[src/rtl/pipe_stage_reg.sv]
// Valid/ready pipeline stage register with one-cycle latency, flush and synchronous reset.
// Define PIPE_STAGE_SKID_EN to add a skid entry so in_ready no longer depends on out_ready.
module pipe_stage_reg #(
  parameter int                DATA_W  = 32,
  parameter logic [DATA_W-1:0] RST_VAL = '0
) (
  input  logic              clk,
  input  logic              rst,
  input  logic              flush,
  input  logic              in_valid,
  output logic              in_ready,
  input  logic [DATA_W-1:0] in_data,
  output logic              out_valid,
  input  logic              out_ready,
  output logic [DATA_W-1:0] out_data,
  output logic [1:0]        level
);

  typedef enum logic [1:0] {
    EMPTY = 2'd0,
    MAIN  = 2'd1,
    FULL  = 2'd2
  } state_t;

  state_t            state, state_nxt;
  logic [DATA_W-1:0] main_q, main_nxt;
  logic              valid_q;
  logic [1:0]        level_q;
  logic              in_xfer, out_xfer;

`ifdef PIPE_STAGE_SKID_EN
  logic [DATA_W-1:0] skid_q, skid_nxt;

  // Registered ready: only the FULL state blocks upstream, out_ready never reaches in_ready.
  assign in_ready = (state != FULL) && !flush && !rst;
`else
  assign in_ready = (!valid_q || out_ready) && !flush && !rst;
`endif

  assign in_xfer   = in_valid && in_ready;
  assign out_xfer  = valid_q && out_ready;
  assign out_valid = valid_q;
  assign out_data  = main_q;
  assign level     = level_q;

  always_comb begin
    state_nxt = state;
    main_nxt  = main_q;
`ifdef PIPE_STAGE_SKID_EN
    skid_nxt  = skid_q;
`endif
    if (rst || flush) begin
      state_nxt = EMPTY;
      main_nxt  = RST_VAL;
`ifdef PIPE_STAGE_SKID_EN
      skid_nxt  = RST_VAL;
`endif
    end else begin
      case (state)
        EMPTY: begin
          if (in_xfer) begin
            state_nxt = MAIN;
            main_nxt  = in_data;
          end
        end
        MAIN: begin
          if (in_xfer && out_xfer) begin
            main_nxt = in_data;
          end else if (out_xfer) begin
            state_nxt = EMPTY;
            main_nxt  = RST_VAL;
          end
`ifdef PIPE_STAGE_SKID_EN
          else if (in_xfer) begin
            state_nxt = FULL;
            skid_nxt  = in_data;
          end
`endif
        end
`ifdef PIPE_STAGE_SKID_EN
        FULL: begin
          if (out_xfer) begin
            state_nxt = MAIN;
            main_nxt  = skid_q;
            skid_nxt  = RST_VAL;
          end
        end
`endif
        default: begin
          state_nxt = EMPTY;
          main_nxt  = RST_VAL;
        end
      endcase
    end
  end

  // Valid and level are registered copies of the next state so they leave the block flop-direct.
  always_ff @(posedge clk) begin
    if (rst) begin
      state   <= EMPTY;
      main_q  <= RST_VAL;
      valid_q <= 1'b0;
      level_q <= 2'd0;
    end else begin
      state   <= state_nxt;
      main_q  <= main_nxt;
      valid_q <= (state_nxt != EMPTY);
      level_q <= (state_nxt == FULL) ? 2'd2 : ((state_nxt == MAIN) ? 2'd1 : 2'd0);
    end
  end

`ifdef PIPE_STAGE_SKID_EN
  always_ff @(posedge clk) begin
    if (rst) begin
      skid_q <= RST_VAL;
    end else begin
      skid_q <= skid_nxt;
    end
  end
`endif

endmodule

[config.mk]
export PLATFORM = sky130hd
export DESIGN_NAME = pipe_stage_reg
export DESIGN_NICKNAME = d
export VERILOG_FILES = /design/src/rtl/pipe_stage_reg.sv
export SDC_FILE = /design/constraint.sdc
export NUM_CORES = 1
export LEC_CHECK = 0
export CORE_MARGIN = 2
export CORE_UTILIZATION = 39
export DETAILED_ROUTE_END_ITERATION = 7
export PLACE_DENSITY_LB_ADDON = 0.05
export SLEW_MARGIN = 5
export SYNTH_ARGS = -nofsm -noshare
export SYNTH_HDL_FRONTEND = slang
export SYNTH_SLANG_ARGS = --single-unit
[constraint.sdc]
create_clock -name clk -period 1.1 [get_ports clk]
set_input_delay 0.11 -clock clk [delete_from_list [all_inputs] [get_ports clk]]
set_output_delay 0.11 -clock clk [all_outputs]
set_load 0.05 [all_outputs]
# Word-level counts from Yosys, hierarchy flattened
# Cells that the tools add are included.
# totals
reg_bits	37
in_bits	37
rom_bits	0
mem_count	0
latch_bits	0
elab_cells	36
ramBits	0
output_inout_bits	36
# classes
n_mux	11
bitwise_logic	0
n_mul	0
order_cmp	0
n_eq_ne	5
reduce_logical	15
n_shift	0
addsub	0
div_mod_pow	0
# op_table
cell	count
32-bit 2-to-1 mux	3
32-bit case mux with 2 select lines	1
2-bit 2-to-1 mux	5
1-bit logical AND	5
2-bit by 1-bit == test with 1-bit output, second input constant	2
2-bit case mux with 2 select lines	1
2-bit OR reduction	2
1-bit logical NOT	3
3-bit != test, second input constant	1
2-bit == test, second input constant	1
2-bit logical NOT	1
1-bit logical OR	2
2-bit != test, second input constant	1
2-bit AND reduction	1
2-bit nonzero test	1
1-bit 2-to-1 mux	1

# Logic depth before layout (Yosys ltp)
# depth
word_depth	12
ltp_mapped	5
ltp_nobuf	3

# Worst setup path after synthesis
# Ideal clock, no wire load.
# synth_timing
kind	register -> output
from	register valid_q (netlist: out_valid)
to	output port in_ready
slack_ns	-1.015
path_stages_with_launch	4
required_time_ns	0.990
n_path_buf	1
arrival_time_ns	2.005
path_cell_list	dfxtp_1 > and2b_1 > clkbuf_1 > nor3_1
# synth_via
elab_chain_cells	4
# synth_lines
element	line	rtl
start, declared	27	logic valid_q;
start signal, assigned	107	valid_q <= (state_nxt != EMPTY);
1-bit logical NOT	37	assign in_ready = (!valid_q || out_ready) && !flush && !rst;
1-bit logical OR	37	
1-bit logical AND (2 in series)	37	
end, declared	11	output logic in_ready,
# No other way between the ends.

# Worst setup path in the final report
# Same ends and word-level chain as after synthesis.

==> results by group <==
Status
  • Run status: complete, but fails checks
  • Failing checks: setup timing

Power and ir drop
  • Psw: 714 uW
  • Int Power: 2.04 mW
  • Clock power share: 0.323
  • P per Cell Area: 826 mW/mm^2
  • Sequential share of power: 0.497
  • P_leak: 1.12 nW
  • Worst vdd ir: 0.570 mV
  • Switching share of power: 0.259
  • Combinational Power Share: 0.181

Setup path
  • R2R depth: 5
  • Worst r2r src: out_valid
  • FF-to-FF setup slack: -0.15 ns
  • Worst path required time: 0.99 ns
  • CP Capture Point: in_ready
  • Arrival time at the worst endpoint: 1.22 ns
  • CP startpoint kind: register
  • R2r endpoint: out_data[16]
  • Cells along the critical path: and2b_1, buf_6, nor3_4, buf_12
  • Buffers & Inverters on Critical Path: 2
  • CP max FO: 2
  • WP depth: 4
  • Crit path from: out_valid
  • Top delay family on crit path: flip-flops
  • Critical Path End Type: output pin
  • CP max stage delay: 0.34 ns
  • Kind of critical path: reg2out
  • Critical-path top delay cell: dfxtp_4

Synth
  • Synth Flop Type: dfxtp_1
  • Top-area cell type share of the netlist area: 0.413
  • Post-Synthesis Cells: 207
  • Share of synthesized registers carrying an async set or reset: 0
  • Most frequent cells after synthesis: 37 x dfxtp_1, 32 x a31oi_1, 32 x nand3b_1, 32 x nand4_1, 32 x o21ai_0
  • Yosys reg bits: 37
  • Synth area leader: dfxtp_1
  • Post-synth EDFFs: 0
  • Count leader, synth: dfxtp_1
  • Register area share after synthesis: 0.413
  • Synth cell types: 20
  • Syn. warnings: 0
  • Netlist area before placement: 0.00180 sq mm
  • Synth top area cells: dfxtp_1 41%, nand3b_1 13%, a31oi_1 11%
  • Mean post-synth cell area: 8.67 sq um

STA
  • Fmax: 0.750 GHz
  • Final setup fails: 37
  • Worst-case clock skew: 0.00635 ns
  • Sum Neg Setup Slack: -3.96 ns
  • Hold_ws: 0.333 ns
  • Tmin final: 1.33 ns
  • Final worst setup slack: -0.233 ns
  • RSZ-0062 raised after global routing: yes
  • Final Slew Violations: 0
  • Final hold vios: 0
  • Crit share post-route: 1.21

Die
  • # IOs: 73
  • Core Box Area: 0.00438 sq mm
  • # rows: 24
  • Die Ht: 71.9 um
  • Starting Density: 0.410
  • Full die area: 0.00516 sq mm
  • Die width: 71.9 um

Routing
  • Routed vias: 2137
  • First drt pass iteration count: 5
  • DRT antenna net count: 0
  • Routed WL per cell: 19.1 um
  • DR DRC count: 0
  • Detailed-route wire length: 6640 um
  • DR vias/cell: 6.16
  • DRT iter0 DRCs: 211

Cells and area
  • Cell area after layout: 0.00334 sq mm
  • Fin util: 0.761
  • # nets final: 333
  • Filler instances: 298
  • Diodes inserted: 0
  • Area growth from synthesis to layout: 85.8%
  • Layout cells sized above 1: 0.339

Clocking
  • Skew-Pair Late Insertion Delay: 0.29 ns
  • CTS clk-pin slew, worst paths: 0.07 ns
  • CTS root buf: clkbuf_8
  • Clock Sinks: 37
  • CTS tree: yes
  • Hold buffers post-CTS: 0
  • CTS H-Tree Depth: 2
  • Total CTS buffers: 5
  • Max Root-Sink Buffers: 2

Global routing
  • Initial antenna violation count: 0
  • Largest net degree at the start of global routing: 20
  • GRT Residual Overflow: 0
  • Vias in the first global route: 2131
  • Global routing's busiest layer: met2
  • Met3 global-route usage: 0.0436
  • Global Route met1 Usage: 0.317
  • Routing usage on met2: 0.422
  • All-Layer GR Usage: 0.251
  • First-pass GRT wire length: 10300 um

Min path
  • Hold Crit Start: rst
  • Worst Hold Class: in2reg
  • WHS Path Cells: 3

Place
  • Port Buf Inserts: 72
  • DPL Wire Length: 3870 um
  • Routability cong.: 0.714
  • Post-DP Area: 0.00299 sq mm

Run
  • Reported max-cap violation count: 0
power groups by stage:
stage	Combinational (mW)	Clock, mW	Sequential, mW
floorplan	0.147	0	1.43
global placement	0.427	0	1.40
detailed placement	0.427	0	1.40
CTS	0.463	0.892	1.37
global route	0.520	0.938	1.37
finish	0.498	0.889	1.37
area by class of cell:
class	count	area, sq um	area share
Tap cell	52	65.1	0.0195
Timing Repair Buffer	105	1420	0.425
Multi-Input combinational cell	147	1030	0.310
Clock buffer	5	68.8	0.0206
Sequential cell	37	746	0.224
Clock inverter	1	5.00	0.00150
flip-flops by register name, summed over array words and instances, names as in the netlist:
name	cells
state	2
out_valid	1
out_data	32
level	2
timing repair:
action / 4_1_cts / 5_1_grt
gates cloned: 3 / 4
setup endpoints to repair: 34 / 37
resized for setup: 45 / 34
pin swaps: 6 / 27
setup buffers: 5 / 0
how the worst min path moves through the flow:
stage | end | slack, ns
3_5_place_dp | out_data[22] | 0.53
5_1_grt | out_valid | 0.37
4_1_cts | out_valid | 0.33
2_1_floorplan | out_data[10] | 0.28
6_report | state[0] | 0.33
3_3_place_gp | out_data[27] | 0.53
routing by layer:
layer  routed length (um)  share of wire
met5                    0              0
met1                 2810           0.42
met3                  406          0.061
met2                 3330           0.50
met4                   97          0.015
metrics by stage:
step / setup slack [ns] / cells / power (mW)
5_1_grt: -0.284 / 347 / 2.83
4_1_cts: -0.286 / 343 / 2.72
6_report: -0.233 / 347 / 2.76
3_3_place_gp: -0.392 / 329 / 1.82
2_1_floorplan: -0.201 / 208 / 1.58
3_5_place_dp: -0.451 / 329 / 1.83
cells by family (layout without fill, tap and decap cells):
logic type	count (synthesis)	count (layout)	share of synthesized area
AOI/OAI and AO/OA	65	65	0.203
buffers and inverters	27	111	0.0892
DFF	37	37	0.413
other	1	2	0.00209
and+or+nand+nor	77	80	0.293
worst min-delay path, delay by kind of cell:
family	cells	cell delay [ns]
buf+inv	1	0.24
simple gates	2	0.23
placed cells by master, fill, tap and decap left out, types with 4 or more instances in the layout:
master	count
buf_12	37
dfxtp_1	35
nand3b_1	32
nand4_1	32
a31oi_1	32
clkdlybuf4s50_1	32
o21ai_1	18
buf_6	15
buf_4	15
o21ai_2	8
o21ai_0	6
clkbuf_8	5
dlygate4sd2_1	4
Power figures use the tool's default switching activity.
